### src/rtl/sdf_radix2_stage_if.sv
// Sample stream bundle for one SDF radix-2 stage: complex input stream in,
// butterfly/difference stream plus twiddle selection out.
interface sdf_radix2_stage_if #(
   parameter int WIDTH = 16,
   parameter int N     = 64
);
   logic                      in_valid;
   logic signed [WIDTH-1:0]   in_real;
   logic signed [WIDTH-1:0]   in_img;
   logic                      out_valid;
   logic signed [WIDTH-1:0]   out_real;
   logic signed [WIDTH-1:0]   out_img;
   logic                      out_tw_en;
   logic [$clog2(N)-1:0]      out_tw_idx;

   // The stage itself: consumes the input stream, produces the output stream.
   modport master (
      input  in_valid, in_real, in_img,
      output out_valid, out_real, out_img, out_tw_en, out_tw_idx
   );

   // The environment around the stage.
   modport slave (
      output in_valid, in_real, in_img,
      input  out_valid, out_real, out_img, out_tw_en, out_tw_idx
   );
endinterface

### src/rtl/sdf_radix2_stage.sv
// Radix-2 DIF single-path delay-feedback stage: emits butterfly sums directly and
// replays the buffered differences one half-frame later with their twiddle index.
module sdf_radix2_stage #(
   parameter int WIDTH = 16,
   parameter int DEPTH = 32,
   parameter int N     = 64
) (
   input  logic                 clk,
   input  logic                 rst_n,
   sdf_radix2_stage_if.master   bus
);
   localparam int CW     = $clog2(2 * DEPTH);
   localparam int AW     = (DEPTH > 1) ? $clog2(DEPTH) : 1;
   localparam int TW     = $clog2(N);
   localparam int STRIDE = N / (2 * DEPTH);

   typedef enum logic {
      PH_FILL = 1'b0,
      PH_BFLY = 1'b1
   } phase_e;

   logic [CW-1:0]           cnt_q, cnt_d;
   logic                    primed_q, primed_d;
   logic signed [WIDTH-1:0] line_re_q [DEPTH];
   logic signed [WIDTH-1:0] line_re_d [DEPTH];
   logic signed [WIDTH-1:0] line_im_q [DEPTH];
   logic signed [WIDTH-1:0] line_im_d [DEPTH];
   logic                    out_valid_q, out_valid_d;
   logic signed [WIDTH-1:0] out_re_q, out_re_d;
   logic signed [WIDTH-1:0] out_im_q, out_im_d;
   logic                    out_tw_en_q, out_tw_en_d;
   logic [TW-1:0]           out_tw_idx_q, out_tw_idx_d;

   phase_e                  phase;
   logic [AW-1:0]           j;
   logic signed [WIDTH-1:0] a_re, a_im;
   logic signed [WIDTH:0]   sum_re, sum_im, dif_re, dif_im;
   logic [TW-1:0]           tw_idx;

   // With DEPTH=1 the address has no bits; the mask pins it to entry 0.
   assign phase  = phase_e'(cnt_q[CW-1]);
   assign j      = cnt_q[AW-1:0] & AW'(DEPTH - 1);
   assign a_re   = line_re_q[j];
   assign a_im   = line_im_q[j];
   assign tw_idx = TW'(int'(j) * STRIDE);

   // One guard bit keeps the sum/difference exact before the halving shift.
   assign sum_re = (WIDTH+1)'(a_re) + (WIDTH+1)'(bus.in_real);
   assign sum_im = (WIDTH+1)'(a_im) + (WIDTH+1)'(bus.in_img);
   assign dif_re = (WIDTH+1)'(a_re) - (WIDTH+1)'(bus.in_real);
   assign dif_im = (WIDTH+1)'(a_im) - (WIDTH+1)'(bus.in_img);

   always_comb begin
      cnt_d        = cnt_q;
      primed_d     = primed_q;
      line_re_d    = line_re_q;
      line_im_d    = line_im_q;
      out_valid_d  = 1'b0;
      out_re_d     = out_re_q;
      out_im_d     = out_im_q;
      out_tw_en_d  = out_tw_en_q;
      out_tw_idx_d = out_tw_idx_q;
      if (bus.in_valid) begin
         cnt_d = cnt_q + 1'b1;
         case (phase)
            PH_FILL: begin
               line_re_d[j] = bus.in_real;
               line_im_d[j] = bus.in_img;
               out_re_d     = a_re;
               out_im_d     = a_im;
               out_tw_en_d  = 1'b1;
               out_tw_idx_d = tw_idx;
               out_valid_d  = primed_q;
            end
            PH_BFLY: begin
               line_re_d[j] = WIDTH'(dif_re >>> 1);
               line_im_d[j] = WIDTH'(dif_im >>> 1);
               out_re_d     = WIDTH'(sum_re >>> 1);
               out_im_d     = WIDTH'(sum_im >>> 1);
               out_tw_en_d  = 1'b0;
               out_tw_idx_d = '0;
               out_valid_d  = 1'b1;
               primed_d     = 1'b1;
            end
            default: ;
         endcase
      end
   end

   always_ff @(posedge clk or negedge rst_n) begin
      if (!rst_n) begin
         cnt_q        <= '0;
         primed_q     <= 1'b0;
         line_re_q    <= '{default: '0};
         line_im_q    <= '{default: '0};
         out_valid_q  <= 1'b0;
         out_re_q     <= '0;
         out_im_q     <= '0;
         out_tw_en_q  <= 1'b0;
         out_tw_idx_q <= '0;
      end else begin
         cnt_q        <= cnt_d;
         primed_q     <= primed_d;
         line_re_q    <= line_re_d;
         line_im_q    <= line_im_d;
         out_valid_q  <= out_valid_d;
         out_re_q     <= out_re_d;
         out_im_q     <= out_im_d;
         out_tw_en_q  <= out_tw_en_d;
         out_tw_idx_q <= out_tw_idx_d;
      end
   end

   assign bus.out_valid  = out_valid_q;
   assign bus.out_real   = out_re_q;
   assign bus.out_img    = out_im_q;
   assign bus.out_tw_en  = out_tw_en_q;
   assign bus.out_tw_idx = out_tw_idx_q;
endmodule

### src/flat_wrapper.sv
// flat-port wrapper written by rule: the top's interface ports become plain ports
module sdf_radix2_stage_flat 
#(
   parameter int WIDTH = 16,
   parameter int DEPTH = 32,
   parameter int N     = 64
)
  (clk, rst_n, bus_in_valid, bus_in_real, bus_in_img, bus_out_valid, bus_out_real, bus_out_img, bus_out_tw_en, bus_out_tw_idx);
  sdf_radix2_stage_if #(.WIDTH(WIDTH), .N(N)) bus_i ();
  input  logic clk;
  input  logic rst_n;
  input wire logic [$bits(bus_i.in_valid)-1:0] bus_in_valid;
  input wire logic [$bits(bus_i.in_real)-1:0] bus_in_real;
  input wire logic [$bits(bus_i.in_img)-1:0] bus_in_img;
  output wire logic [$bits(bus_i.out_valid)-1:0] bus_out_valid;
  output wire logic [$bits(bus_i.out_real)-1:0] bus_out_real;
  output wire logic [$bits(bus_i.out_img)-1:0] bus_out_img;
  output wire logic [$bits(bus_i.out_tw_en)-1:0] bus_out_tw_en;
  output wire logic [$bits(bus_i.out_tw_idx)-1:0] bus_out_tw_idx;
  assign bus_i.in_valid = bus_in_valid;
  assign bus_i.in_real = bus_in_real;
  assign bus_i.in_img = bus_in_img;
  assign bus_out_valid = bus_i.out_valid;
  assign bus_out_real = bus_i.out_real;
  assign bus_out_img = bus_i.out_img;
  assign bus_out_tw_en = bus_i.out_tw_en;
  assign bus_out_tw_idx = bus_i.out_tw_idx;
  sdf_radix2_stage #(.WIDTH(WIDTH), .DEPTH(DEPTH), .N(N)) u_core (.clk(clk), .rst_n(rst_n), .bus(bus_i));
endmodule
### config.mk
export PLATFORM = sky130hd
export DESIGN_NAME = sdf_radix2_stage_flat
export DESIGN_NICKNAME = d
export VERILOG_FILES = /design/src/rtl/sdf_radix2_stage_if.sv /design/src/rtl/sdf_radix2_stage.sv /design/src/flat_wrapper.sv
export SDC_FILE = /design/constraint.sdc
export NUM_CORES = 2
export LEC_CHECK = 0
export CAP_MARGIN = 20
export CORE_UTILIZATION = 40
export CTS_BUF_LIST = sky130_fd_sc_hd__clkbuf_2 sky130_fd_sc_hd__clkbuf_4 sky130_fd_sc_hd__clkbuf_8
export CTS_CLUSTER_DIAMETER = 50
export DETAILED_ROUTE_END_ITERATION = 7
export PLACE_DENSITY = 0.66
export SLEW_MARGIN = 20
export SYNTH_ARGS = -nofsm -noshare
export SYNTH_HDL_FRONTEND = slang
export SYNTH_SLANG_ARGS = --single-unit
### constraint.sdc
create_clock -name clk -period 5.4 [get_ports clk]
set_input_delay 0.54 -clock clk [delete_from_list [all_inputs] [get_ports clk]]
set_output_delay 0.54 -clock clk [all_outputs]
set_load 0.05 [all_outputs]
* Yosys cells after proc, flatten, opt, wreduce, memory -nomap -nowiden
Cells that the tools add are included.
** Word-level totals
- Output and inout port bits :: 40
- Flip-flop bits (word level) :: 1071
- Word-level logic and storage cells :: 102
** Cells by class
- Reduce and logical (&&, ||, !) cells :: 2
- Muxes and demuxes :: 20
- Add/sub/neg operators :: 5
- $lt $le $gt $ge :: 2
- Bitwise operators :: 2
** Operators with widths (count)
- 512-bit bitwise mux :: 4
- 512-bit one-hot mux with 2 select lines :: 2
- 16-bit binary-select mux with 5-bit select :: 2
- 16-bit demux with 5-bit select :: 1
- 16-bit 2-to-1 mux :: 5
- 16-bit one-hot mux with 2 select lines :: 2
- 16-bit by 16-bit adder with 17-bit output :: 2
- 16-bit by 16-bit subtractor with 17-bit output :: 2
- 6-bit one-hot mux with 2 select lines :: 1
- 6-bit by 1-bit adder with 6-bit output (second input constant) :: 1
- 6-bit >= comparator (second input constant) :: 1
- 6-bit by 1-bit < comparator with 1-bit output (second input constant) :: 1
- 5-bit inverter with 6-bit output :: 1
- 1-bit one-hot mux with 2 select lines :: 2
- 2-bit AND reduction :: 1
- 1-bit logical AND :: 1
- 1-bit 2-to-1 mux :: 1
- 1-bit inverter :: 1

* Depth between registers and ports, before layout
- Word-level depth :: 7
- Depth in mapped cells :: 21
- Depth with buffers taken out :: 16

* Worst setup path before layout
Ideal clock, no wire load.
- Path kind :: flip-flop to flip-flop
- From :: reg u_core.cnt_q[0]
- To :: reg u_core.line_re_q[174] (netlist name)
- Buffers on the path :: 5
- Period minus slack after synthesis :: 5.114 ns
- Stages on the path, launching flop included :: 20
- Setup slack :: 0.286 ns
- Arrival :: 4.962 ns
- Cells stage by stage :: dfrtp_1 clkbuf_1 buf_2 buf_1 mux4_2 a22oi_1 nand4_1 ha_1 clkbuf_1 o21a_1 o21ai_0 a21boi_0 o31ai_1 a2111oi_4 o21ai_2 a21oi_2 a211oi_2 a311oi_4 buf_6 o221ai_2
** Between the ends
- Longest elaborated chain between the ends :: 7
- Elaborated cells between the ends (all ways) :: 13
- Those cells by class :: add/sub (1); order compare (2); mux (8); bitwise (1); reduce/logical (1)
** RTL lines
- start, declared :: line sdf_radix2_stage.sv:22 : logic [CW-1:0] cnt_q, cnt_d;
- start signal, assigned :: line sdf_radix2_stage.sv:102 : cnt_q <= cnt_d;
- 5-bit inverter with 6-bit output (implied by the code) * :: line sdf_radix2_stage.sv:43, sdf_radix2_stage.sv:67, sdf_radix2_stage.sv:76
- 16-bit binary-select mux with 5-bit select (tied with other cells) :: line sdf_radix2_stage.sv:43 : assign a_re = line_re_q[j];
- 16-bit 2-to-1 mux (implied by the code) or 1-bit logical AND (tied branches) :: line sdf_radix2_stage.sv:43, sdf_radix2_stage.sv:67, sdf_radix2_stage.sv:76
- 16-bit 2-to-1 mux, on equally long branches :: line sdf_radix2_stage.sv:43, sdf_radix2_stage.sv:67, sdf_radix2_stage.sv:76
- 16-bit by 16-bit subtractor with 17-bit output or 16-bit demux with 5-bit select (tied branches) :: line sdf_radix2_stage.sv:50, sdf_radix2_stage.sv:67, sdf_radix2_stage.sv:76
- 512-bit bitwise mux, on equally long branches :: line sdf_radix2_stage.sv:76, sdf_radix2_stage.sv:67
- 512-bit one-hot mux with 2 select lines * :: line sdf_radix2_stage.sv:65 : case (phase)
- end signal, assigned :: line sdf_radix2_stage.sv:104 : line_re_q <= line_re_d;
- end, declared :: line sdf_radix2_stage.sv:24 : logic signed [WIDTH-1:0] line_re_q [DEPTH];
Every way passes the cells marked *; elsewhere a longest branch is shown, timed or not. The select of a mux whose other input is x is not followed.
A chain may end at the register's enable or synchronous reset.

* Final worst setup path
- From :: reg u_core.cnt_q[3]
- To :: reg u_core.line_re_q[269] (netlist name)
The elaborated chain is that of the path after synthesis.

==> out/metrics.cfg <==
[status]
status=complete, but fails checks
violations=design-rule violations

[clock_network]
cts_tree=built
clockBufferDepth=3
cts-root-buf=clkbuf_8
cts_buffers=172
cts-resized-gates=0
cts-htree-levels=4
clock-sinks=1070
clk_pin_slew_worst_paths_ps=70
clock_latency_ps=890

[placement]
placed_cells=6162
place_ws_ps=194
gp_congestion=0.855
dp_hpwl_mm=91.1
numPortBuffers=73

[detailed_routing]
drtIter0Drc=4330
drc_errors=5
vias_per_cell=5.86
post_drt_wl_per_cell_um=24.0
vias=37900
antenna_left=0
firstDrtPassIters=7
routed_wl_mm=155

[timing]
holdWs_ps=73.1
period_share_pct=95.7
setup_ws_ps=232
finalSetupTns_ps=0
finalHoldViolations=0
slew_violations=0
post-route-min-period_ps=5170
fin_worst_skew_ps=59.7
rsz0062_at_grt=false
fmax_ghz=0.194
relSlewSlack_pct=20.9
setup_viol=0
worstMarginPinSlew_ps=1190

[finish]
final_cell_mix=1,067 x dfrtp_1, 1,022 x nand2_1, 891 x o21ai_0, 241 x mux4_2, 211 x clkbuf_8
area_growth_pct=13.8
layout-drive-gt1-share_pct=17.9
nFillCells=11300
final_common_cell=dfrtp_1
final_cells=6475
final_nets=4820

[setup_path]
worstPathCellList=buf_4, nor3_2, buf_4, a22oi_1, nand4_1, ha_1, a21oi_1, o21ai_0, a21oi_1, o21bai_1, a221o_1, a21o_1, a31oi_2, buf_12, o21ai_0
crit_type=flop to flop
critical_path.max_fanout=32
critPathLaunchType=flop
cp_data_required_time_ps=6080
arrival_ps=5840
cp_top_family=compound AO/OA/AOI/OAI gates
crit_buf_inv=3
worstSetupEndpointType=flop
cp_slowest_cell=nor3_2
slowest_delay_ps=810

[global_routing]
grt_pass1_vias=37400
grt_pass1_wl_mm=235
overflow=0
grt.total_usage_pct=24.6
grt_antenna_before_repair=1
grt_max_degree=142

[floorplanning]
die_area_um2=127000
coreArea_um2=124000
initial_utilization_pct=40.4
rows=129
fp.dieW_um=356
die_h_um=356
io_pins=75

[synthesis]
synth-edff-count=0
synth_ff_type=dfrtp_1
syn_area_um2=50100
syn_inst=4717
async_reset_ff_share_pct=100
synth-seq-cells=1070
synth_top_cell_by_area=dfrtp_1
yosys.cell_types.count=75
synthTopCellsByArea=dfrtp_1 53%, mux4_2 11%, o21ai_0 8.9%
yosysWarningCount=0
syn-mean-instance-area_um2=10.6
syn_nets=4828
yosysSeqAreaShare_pct=53.5
synth_top_area_share_pct=53.5

[power]
vdd_drop_max_mv=0.773
swShare_pct=42.6
pwr-share-clk_pct=18.4
p_sw_mw=17.0
p_leak_nw=25.4
pwr_density_cell_nw_per_um2=703
seqPwrFrac_pct=33.0
p_int_mw=23.0
pwr-share-comb_pct=48.5

[min_path]
hold_path_class=input pin to flop

[flow_run]
cap_violations=0

flip-flops by register name (all words and copies together), names as in the netlist:
signal,count
u_core.bus.out_real,16
u_core.bus.out_tw_en,1
u_core.line_im_q,512
u_core.cnt_q,6
u_core.primed_q,1
u_core.bus.out_tw_idx,5
u_core.bus.out_img,16
u_core.bus.out_valid,1
u_core.line_re_q,512
worst paths after layout:
check | depth (start not counted) | slack, ps | from | endpoint
setup reg to reg | 15 | 230 | u_core.cnt_q[3]$_DFFE_PN0P_ | u_core.line_re_q[269]$_DFFE_PN0P_
setup / recovery | 15 | 230 | u_core.cnt_q[3]$_DFFE_PN0P_ | u_core.line_re_q[269]$_DFFE_PN0P_
hold / removal | 3 | 70 | bus_in_valid | u_core.cnt_q[1]$_DFFE_PN0P_
hold reg to reg | 2 | 470 | u_core.line_re_q[265]$_DFFE_PN0P_ | u_core.line_re_q[265]$_DFFE_PN0P_
min in group asynchronous | 2 | 310 | rst_n | u_core.bus.out_real[3]$_DFFE_PN0P_
max in group asynchronous | 3 | 3610 | rst_n | u_core.line_im_q[115]$_DFFE_PN0P_
cell families after synthesis:
logic type | synth area share [%]
AO/OA/AOI/OAI | 16.8
AND/OR/NAND/NOR | 10.6
flip-flops | 53.5
buffers and inverters | 4.13
multiplexers | 12.2
adder cells (fa/ha/maj) | 1.96
XOR/XNOR | 0.852
other | 0.00749
power by group through the flow:
stage | logic [mW] | clock network (mW) | registers, mW
floorplan | 12.7 | 0 | 13.0
global placement | 18.7 | 0 | 13.2
detailed placement | 19.1 | 0 | 13.3
CTS | 19.1 | 7.45 | 13.2
global route | 21.0 | 7.81 | 13.6
finish | 19.4 | 7.38 | 13.2
per-layer routing:
layer / vias up / share of wire [%] / global-route usage [%]
met5: - / 0 / 0
met4: 0 / 4.5 / 11.3
met3: 374 / 8.2 / 4.59
met2: 1724 / 45 / 37.7
met1: 19100 / 42 / 33.8
li1: 16700 / - / -
tightest hold or removal path, cell delays in order:
cell     delay (ps)
buf_2           200
nand2_1          90
o21ai_0          70
final cells by class:
cell class	count	area [um^2]	area share, %
multi-input cells	3131	21600	37.9
clock inverters	25	205	0.360
inverters	73	274	0.481
flip-flops and latches	1070	26800	47.0
clock buffers	277	3400	5.97
well taps	1637	2050	3.59
repair buffers	261	2700	4.73
diodes	1	2.50	0.00439
cells in the mapped netlist, types with 31 or more instances:
| cell | number |
|---|---|
| nor2_1 | 89 |
| dfrtp_1 | 1070 |
| nand3_1 | 52 |
| mux4_2 | 241 |
| xnor2_1 | 31 |
| a22oi_1 | 105 |
| o221ai_1 | 103 |
| o21ai_0 | 895 |
| buf_1 | 32 |
| mux2i_1 | 51 |
| nand2_1 | 1054 |
| clkbuf_1 | 383 |
| ha_1 | 72 |
| inv_1 | 73 |
| o31ai_1 | 34 |
| a21oi_1 | 92 |
through the flow:
| step | util (%) | cell area (um^2) | total power [mW] |
|---|---|---|---|
| floorplan | - | 50100 | 25.7 |
| global placement | 42.9 | 53200 | 31.9 |
| detailed placement | 42.9 | 53200 | 32.4 |
| CTS | 45.9 | 56800 | 39.8 |
| global route | 46.0 | 57000 | 42.4 |
| finish | 46.0 | 57000 | 40.0 |
what timing repair did:
action,in CTS,in global routing
setup buffers,0,9
endpoints found under the setup margin,0,96
hold endpoints to repair,96,0
hold buffers,1,0
Note: power is estimated with default switching activity, not from simulation.
